**src/rtl/cpu_pkg.sv**
```systemverilog
// Shared definitions for the 10-bit CPU: datapath width, fetch-control codes
// and the fetch sequencer state encoding.
package cpu_pkg;

  localparam int WIDTH = 10;

  localparam logic [1:0] FC_SEQ  = 2'b00;
  localparam logic [1:0] FC_BGE  = 2'b01;
  localparam logic [1:0] FC_BNE  = 2'b10;
  localparam logic [1:0] FC_JUMP = 2'b11;

  typedef enum logic [1:0] {
    S_FETCH = 2'b00,
    S_WAIT  = 2'b01,
    S_EXEC  = 2'b10,
    S_HALT  = 2'b11
  } fetch_state_e;

endpackage

```
**src/rtl/fetch_unit_next_pc_sel.sv**
```systemverilog
// Combinational next-PC selection: sequential increment or redirect to the
// branch/jump target depending on the control code and the ALU result.
module next_pc_sel
  import cpu_pkg::*;
(
  input  logic [WIDTH-1:0] pc_i,
  input  logic [1:0]       fetch_cntrl_i,
  input  logic [WIDTH-1:0] alu_result_i,
  input  logic [WIDTH-1:0] branch_target_i,
  output logic [WIDTH-1:0] next_pc_o,
  output logic             taken_o
);

  logic [WIDTH-1:0] pcPlusOne;

  // Natural wrap at 2^WIDTH is intended; there is no overflow reporting.
  assign pcPlusOne = pc_i + WIDTH'(1);

  // bge tests the sign of rs - rt, bne tests for a non-zero difference.
  always_comb begin
    taken_o = 1'b0;
    case (fetch_cntrl_i)
      FC_SEQ:  taken_o = 1'b0;
      FC_BGE:  taken_o = ~alu_result_i[WIDTH-1];
      FC_BNE:  taken_o = |alu_result_i;
      FC_JUMP: taken_o = 1'b1;
      default: taken_o = 1'b0;
    endcase
    next_pc_o = taken_o ? branch_target_i : pcPlusOne;
  end

endmodule

```
**src/rtl/fetch_unit.sv**
```systemverilog
// Instruction fetch stage: owns the PC, sequences FETCH -> WAIT -> EXEC per
// instruction, holds the instruction register and flags imem timeouts.
module fetch_unit
  import cpu_pkg::*;
#(
  parameter logic [WIDTH-1:0] RESET_PC     = '0,
  parameter int               IMEM_TIMEOUT = 15
) (
  input  logic             clk,
  input  logic             rst,
  input  logic [1:0]       fetch_cntrl,
  input  logic             PC_en,
  input  logic [WIDTH-1:0] alu_result,
  input  logic [WIDTH-1:0] branch_target,
  output logic [WIDTH-1:0] imem_addr,
  output logic             imem_req,
  input  logic [WIDTH-1:0] imem_rdata,
  input  logic             imem_valid,
  output logic [WIDTH-1:0] instruction,
  output logic             instr_valid,
  output logic [WIDTH-1:0] pc,
  output logic             branch_taken,
  output logic             halted,
  output logic             fault
);

  localparam int CNT_W = $clog2(IMEM_TIMEOUT + 1);

  fetch_state_e     state_q, state_d;
  logic [WIDTH-1:0] pc_q, pc_d;
  logic [WIDTH-1:0] instr_q, instr_d;
  logic [CNT_W-1:0] wait_cnt_q, wait_cnt_d;
  logic             fault_q, fault_d;
  logic             taken_q, taken_d;

  logic [WIDTH-1:0] nextPc;
  logic             nextTaken;

  next_pc_sel u_next_pc_sel (
    .pc_i            (pc_q),
    .fetch_cntrl_i   (fetch_cntrl),
    .alu_result_i    (alu_result),
    .branch_target_i (branch_target),
    .next_pc_o       (nextPc),
    .taken_o         (nextTaken)
  );

  always_ff @(posedge clk or posedge rst) begin
    if (rst) begin
      state_q    <= S_FETCH;
      pc_q       <= RESET_PC;
      instr_q    <= '0;
      wait_cnt_q <= '0;
      fault_q    <= 1'b0;
      taken_q    <= 1'b0;
    end else begin
      state_q    <= state_d;
      pc_q       <= pc_d;
      instr_q    <= instr_d;
      wait_cnt_q <= wait_cnt_d;
      fault_q    <= fault_d;
      taken_q    <= taken_d;
    end
  end

  // imem_valid is only honoured in WAIT, so stale or late responses are dropped.
  always_comb begin
    state_d    = state_q;
    pc_d       = pc_q;
    instr_d    = instr_q;
    wait_cnt_d = wait_cnt_q;
    fault_d    = fault_q;
    taken_d    = 1'b0;
    case (state_q)
      S_FETCH: begin
        wait_cnt_d = '0;
        state_d    = S_WAIT;
      end
      S_WAIT: begin
        if (imem_valid) begin
          instr_d    = imem_rdata;
          wait_cnt_d = '0;
          state_d    = S_EXEC;
        end else if (wait_cnt_q == CNT_W'(IMEM_TIMEOUT)) begin
          fault_d = 1'b1;
          state_d = S_HALT;
        end else begin
          wait_cnt_d = wait_cnt_q + CNT_W'(1);
        end
      end
      S_EXEC: begin
        if (PC_en) begin
          pc_d    = nextPc;
          taken_d = nextTaken;
          state_d = S_FETCH;
        end else begin
          state_d = S_HALT;
        end
      end
      S_HALT:  state_d = S_HALT;
      default: state_d = S_HALT;
    endcase
  end

  // The request is masked while reset is held so every output except the address reads 0.
  assign imem_req     = (state_q == S_FETCH) & ~rst;
  assign imem_addr    = pc_q;
  assign instr_valid  = (state_q == S_EXEC);
  assign halted       = (state_q == S_HALT);
  assign instruction  = instr_q;
  assign pc           = pc_q;
  assign branch_taken = taken_q;
  assign fault        = fault_q;

endmodule

```
**config.mk**
```make
export PLATFORM = sky130hd
export DESIGN_NAME = fetch_unit
export DESIGN_NICKNAME = d
export VERILOG_FILES = /design/src/rtl/cpu_pkg.sv /design/src/rtl/fetch_unit_next_pc_sel.sv /design/src/rtl/fetch_unit.sv
export SDC_FILE = /design/constraint.sdc
export NUM_CORES = 1
export LEC_CHECK = 0
export CAP_MARGIN = 5
export CORE_ASPECT_RATIO = 1.4
export CORE_UTILIZATION = 45
export DETAILED_ROUTE_END_ITERATION = 10
export PLACE_DENSITY = 0.86
export REMOVE_ABC_BUFFERS = 1
export SYNTH_ARGS = -nofsm -noshare
export SYNTH_HDL_FRONTEND = slang
export SYNTH_SLANG_ARGS = --single-unit
export TNS_END_PERCENT = 20
```
**constraint.sdc**
```tcl
create_clock -name clk -period 3.5 [get_ports clk]
set_input_delay 1.05 -clock clk [delete_from_list [all_inputs] [get_ports clk]]
set_output_delay 1.05 -clock clk [all_outputs]
set_load 0.05 [all_outputs]
```
==> flow_summary_export.csv, run 1 <==
group,metric,value,unit
floorplan,die_x,52.11,um
drt,drc,0,
synthesis,ys.warnings.count,0,
critical_path,path_class,"in -> out",
clocking,cts_resized,0,
drt,dr.pass1.iters,4,
finish,final_common_cell,"clkdlybuf4s50_1",
clocking,clk_pin_slew,90,ps
clocking,cts_tree,"yes",
global_route,grt_overflow_total,0,
finish,stdcell_area,2346,um2
global_route,antenna_found_initial,0,
timing,relSlewSlack,0.6565,
clocking,cts_htree_levels,1,
pwr,power_switching,0.5813,mW
min_path,hold_class,"reg -> reg",
drt,drt_iter0_drc,30,
placement,place_ws,418.6,ps
timing,tightestPinTransition,513.6,ps
placement,io_buffers,70,
critical_path,cp_max_fo,2,
timing,fin_setup_tns,0,ps
floorplan,die_area,3759,um2
timing,rsz0062_at_grt,"no",
pwr,seqPwrFrac,0.342,
pwr,p_int,0.8036,mW
placement,placed_cell_area,2275,um2
global_route,grt_pass1_wl,6182,um
timing,maxSlewViolCount,0,
drt,routedWlPerCell,14.27,um
critical_path,cp-start-kind,"primary input",
timing,post-route-period-util,0.8562,
clocking,numCtsBuffers,3,
clocking,cts_root_buffer,"clkbuf_8",
placement,placed_cells,258,
timing,max_freq,0.3337,GHz
floorplan,std_cell_rows,25,
clocking,hold_buffers,0,
drt,vias,1518,
flow_run,maxCapViolations,0,
synthesis,syn_area,1582,um2
clocking,clkLatencyLatePin,270,ps
floorplan,core-area,3378,um2
global_route,grt_max_degree,29,
pwr,powerDensity,590.3,nW/um2
drt,via_per_inst,5.794,
placement,gp_congestion,0.8304,
critical_path,endpoint_kind,"output pin",
floorplan,start_util,0.4681,
synthesis,ys_ff_latch,28,
clocking,postCtsSetupBuffers,0,
critical_path,required,2450,ps
synthesis,seq_area_frac_synth,0.4430,
synthesis,synth_flop_cell,"dfrtp_1",
synthesis,async_flop_share,1.000,
timing,timing.final.ws_setup,503.2,ps
global_route,grt.total_usage,0.2135,
outcome,status,"finished clean",
timing,hold_viol,0,
finish,final_cell_count_no_fill,262,
pwr,switching_share,0.4197,
finish,final_nets,261,
pwr,p_clk_frac,0.182,
finish,drive_gt1_frac,0.1036,
min_path,holdPathStages,1,
global_route,grt_pass1_vias,1495,
floorplan,die_h,72.15,um
finish,antenna_cells,0,
placement,place_hpwl,2836,um
finish,utilization,0.6944,
synthesis,syn_area_per_cell,9.884,um2
clocking,clk_path_buf_depth,2,
synthesis,synth_edf_count,0,
clocking,numClockSinks,28,
timing,whs,482.7,ps
timing,clock_skew,4.434,ps
pwr,combPwrFrac,0.476,
synthesis,syn_inst,160,
finish,area_growth,48.34,%
drt,routed_wl,3740,um
floorplan,io-pin-count,71,
pwr,ir_drop,0.5580,mV
timing,period_minus_slack,2997,ps
finish,fillCellCount,275,
drt,ant_nets,0,
finish,final_cell_mix,"clkdlybuf4s50_1 (69), dfrtp_1 (28), nand2_1 (18)",
critical_path,reg2reg_depth,5,
critical_path,critical_path_arrival,1950,ps
synthesis,synth_cell_types,38,
pwr,leakage,0.9494,nW
timing,setup_viol,0,
pwr,totalPowerFinal,1.385,mW
==> registers in the layout (all words and copies together) (netlist names) <==
name,cells
wait_cnt_q,4
instruction,10
branch_taken,1
state_q,2
imem_addr,10
fault,1
==> routing by layer <==
metal	share of wire	track usage	vias to the layer above
li1	-	-	713
met1	0.38	0.2364	729
met2	0.51	0.3903	68
met3	0.086	0.04403	8
met4	0.015	0.07508	0
met5	0	0	-
==> final cells by class <==
cell class                      instances  area [um2]  area share
Clock inverter                          1       30.03     0.01280
Clock buffer                            3       41.29     0.01760
Multi-Input combinational cell        113       772.0      0.3291
Inverter                                3       11.26    0.004800
Tap cell                               40       50.05     0.02133
Timing Repair Buffer                   74       740.7      0.3157
Sequential cell                        28       700.7      0.2987
==> synth_stat cells (5+ instances only) <==
cell / instances / area [um2]
clkbuf_1: 5 / 18.77
nor2_1: 7 / 26.28
nand3_1: 8 / 40.04
and2_1: 5 / 31.28
a21oi_1: 5 / 25.02
o211ai_1: 14 / 105.1
dfrtp_1: 28 / 700.7
nor3_1: 5 / 25.02
buf_4: 10 / 75.07
nand2_1: 18 / 67.56
o21ai_0: 5 / 25.02
mux2_2: 10 / 112.6
==> worst paths after layout <==
| check | startpoint | end | slack (ps) |
|---|---|---|---|
| max in group asynchronous | rst | state_q[0] | 2070 |
| setup / recovery | rst | imem_req | 500 |
| setup reg to reg | imem_addr[0] | imem_addr[6] | 1600 |
| min in group asynchronous | rst | instruction[3] | 1170 |
| hold / removal | fault | fault | 480 |
| hold reg to reg | fault | fault | 480 |
==> worst max-delay path, stage by stage <==
cell	delay [ps]
clkdlybuf4s50_1	410
nor3_1	290
buf_12	190
==> cell families after synthesis <==
kind of cell | after synthesis | synth area share
AOI/OAI and AO/OA | 39 | 0.1899
adders and majority gates | 2 | 0.01582
buffers and inverters | 19 | 0.06883
DFF | 28 | 0.4430
muxes | 10 | 0.07120
and+or+nand+nor | 62 | 0.2112
==> power by group through the flow <==
stage / registers, mW / logic (mW) / clock network (mW)
finish: 0.474 / 0.659 / 0.252
CTS: 0.474 / 0.662 / 0.258
global placement: 0.474 / 0.652 / 0
detailed placement: 0.481 / 0.660 / 0
floorplan: 0.751 / 0.139 / 0
global route: 0.487 / 0.693 / 0.276
Power figures use the tool's default switching activity.
==> run 2, diff against run 1 <==
==> constraint.sdc (replaced) <==
create_clock -name clk -period 3.5 [get_ports clk]
set_input_delay 0.525 -clock clk [delete_from_list [all_inputs] [get_ports clk]]
set_output_delay 0.525 -clock clk [all_outputs]
set_load 0.05 [all_outputs]
==> flow_summary_export.csv, run 2 (synthesis results as in run 1) <==
group,metric,value,unit
placement,gp_congestion,0.8338,
global_route,use_met3,0.03983,
global_route,grt_max_degree,29,
finish,antenna_cells,0,
min_path,hold_class,"reg -> reg",
timing,rsz0062_at_grt,"no",
clocking,numClockSinks,28,
clocking,cts_resized,0,
floorplan,die_h,72.15,um
global_route,met2_usage,0.3818,
drt,vias,1469,
placement,place_ws,749.8,ps
timing,clock_skew,2.108,ps
drt,routed_wl,3724,um
placement,place_hpwl,2802,um
floorplan,die_x,52.11,um
timing,timing.final.ws_setup,1050,ps
global_route,grt_overflow_total,0,
pwr,totalPowerFinal,1.382,mW
clocking,cts_tree,"yes",
drt,dr.pass1.iters,4,
floorplan,start_util,0.4681,
clocking,cts_htree_levels,1,
floorplan,io-pin-count,71,
placement,placed_cell_area,2235,um2
global_route,busiest_layer,"met2",
global_route,grt_pass1_wl,6223,um
pwr,powerDensity,599.5,nW/um2
global_route,grt.total_usage,0.2135,
global_route,grt_pass1_vias,1433,
critical_path,reg2reg_from,"state_q[1]",
floorplan,die_area,3759,um2
clocking,clk_path_buf_depth,2,
finish,area_growth,45.81,%
drt,drt_iter0_drc,34,
finish,final_nets,257,
min_path,holdPathStages,1,
finish,final_common_cell,"clkdlybuf4s50_1",
floorplan,core-area,3378,um2
clocking,postCtsSetupBuffers,0,
critical_path,endpoint_kind,"flop",
clocking,numCtsBuffers,3,
drt,ant_nets,0,
critical_path,reg2reg_depth,4,
timing,max_freq,0.4082,GHz
critical_path,cp-start-kind,"primary input",
clocking,clk_pin_slew,100,ps
clocking,clkLatencyLatePin,270,ps
pwr,ir_drop,0.5203,mV
min_path,worstHoldStart,"fault",
critical_path,regToRegEndpoint,"imem_addr[6]",
outcome,status,"finished clean",
min_path,hold_path_end,"fault",
timing,hold_viol,0,
flow_run,maxCapViolations,0,
pwr,leakage,0.9259,nW
critical_path,reg2reg_slack,1430,ps
finish,final_cell_mix,"clkdlybuf4s50_1 (70), dfrtp_1 (28), nand2_1 (18)",
timing,relSlewSlack,0.3040,
critical_path,required,3640,ps
drt,drc,0,
global_route,antenna_found_initial,0,
timing,post-route-period-util,0.7000,
floorplan,std_cell_rows,25,
critical_path,cp_max_fo,7,
critical_path,critical_path_arrival,2590,ps
global_route,grt_util_met1,0.2649,
placement,io_buffers,70,
drt,routedWlPerCell,14.43,um
finish,drive_gt1_frac,0.08257,
drt,via_per_inst,5.694,
clocking,cts_root_buffer,"clkbuf_8",
timing,setup_viol,0,
timing,tightestPinTransition,1043,ps
critical_path,path_class,"in -> reg",
clocking,hold_buffers,0,
timing,period_minus_slack,2450,ps
timing,maxSlewViolCount,0,
timing,fin_setup_tns,0,ps
finish,stdcell_area,2306,um2
## run 2: per-stage QoR
step,utilization,hold slack (ps),instances
CTS,0.6826,481.8,258
floorplan,-,497.5,144
detailed placement,0.6615,455.0,254
global route,0.6826,508.4,258
finish,0.6826,472.0,258
global placement,0.6615,447.2,254
## run 2: how the worst max path moves through the flow
stage,startpoint,endpoint,slack (ps),depth (start not counted)
detailed placement,alu_result[1],imem_addr[6],750,5
global route,alu_result[1],imem_addr[6],940,5
global placement,alu_result[7],imem_addr[6],780,5
floorplan,imem_addr[1],imem_addr[6],1090,5
CTS,alu_result[1],imem_addr[6],1040,5
finish,alu_result[1],imem_addr[6],1050,5
## run 2: critical path, stage by stage
cell and delay, ps:
clkdlybuf4s50_1 390, or4_1 610, o41a_1 420, nor2_1 440
o221ai_1 200
## run 2: cell type report
type                    count  area (um2)
clock buffers               3       41.29
clock inverters             1       30.03
fillers                   267        1072
inverters                   3       11.26
multi-input cells         113       772.0
flip-flops and latches     28       700.7
well taps                  40       50.05
repair buffers             70       700.7
## run 2: routing by layer
| layer | wire, um | up-vias |
|---|---|---|
| met5 | 0 | - |
| met1 | 1536 | 689 |
| met4 | 22 | 0 |
| li1 | - | 704 |
| met3 | 296 | 5 |
| met2 | 1868 | 71 |
## run 2: power by group
| part | total (mW) | switching, mW | internal [mW] |
|---|---|---|---|
| registers | 0.472 | 0.0694 | 0.403 |
| logic | 0.654 | 0.409 | 0.245 |
| clock network | 0.256 | 0.103 | 0.153 |
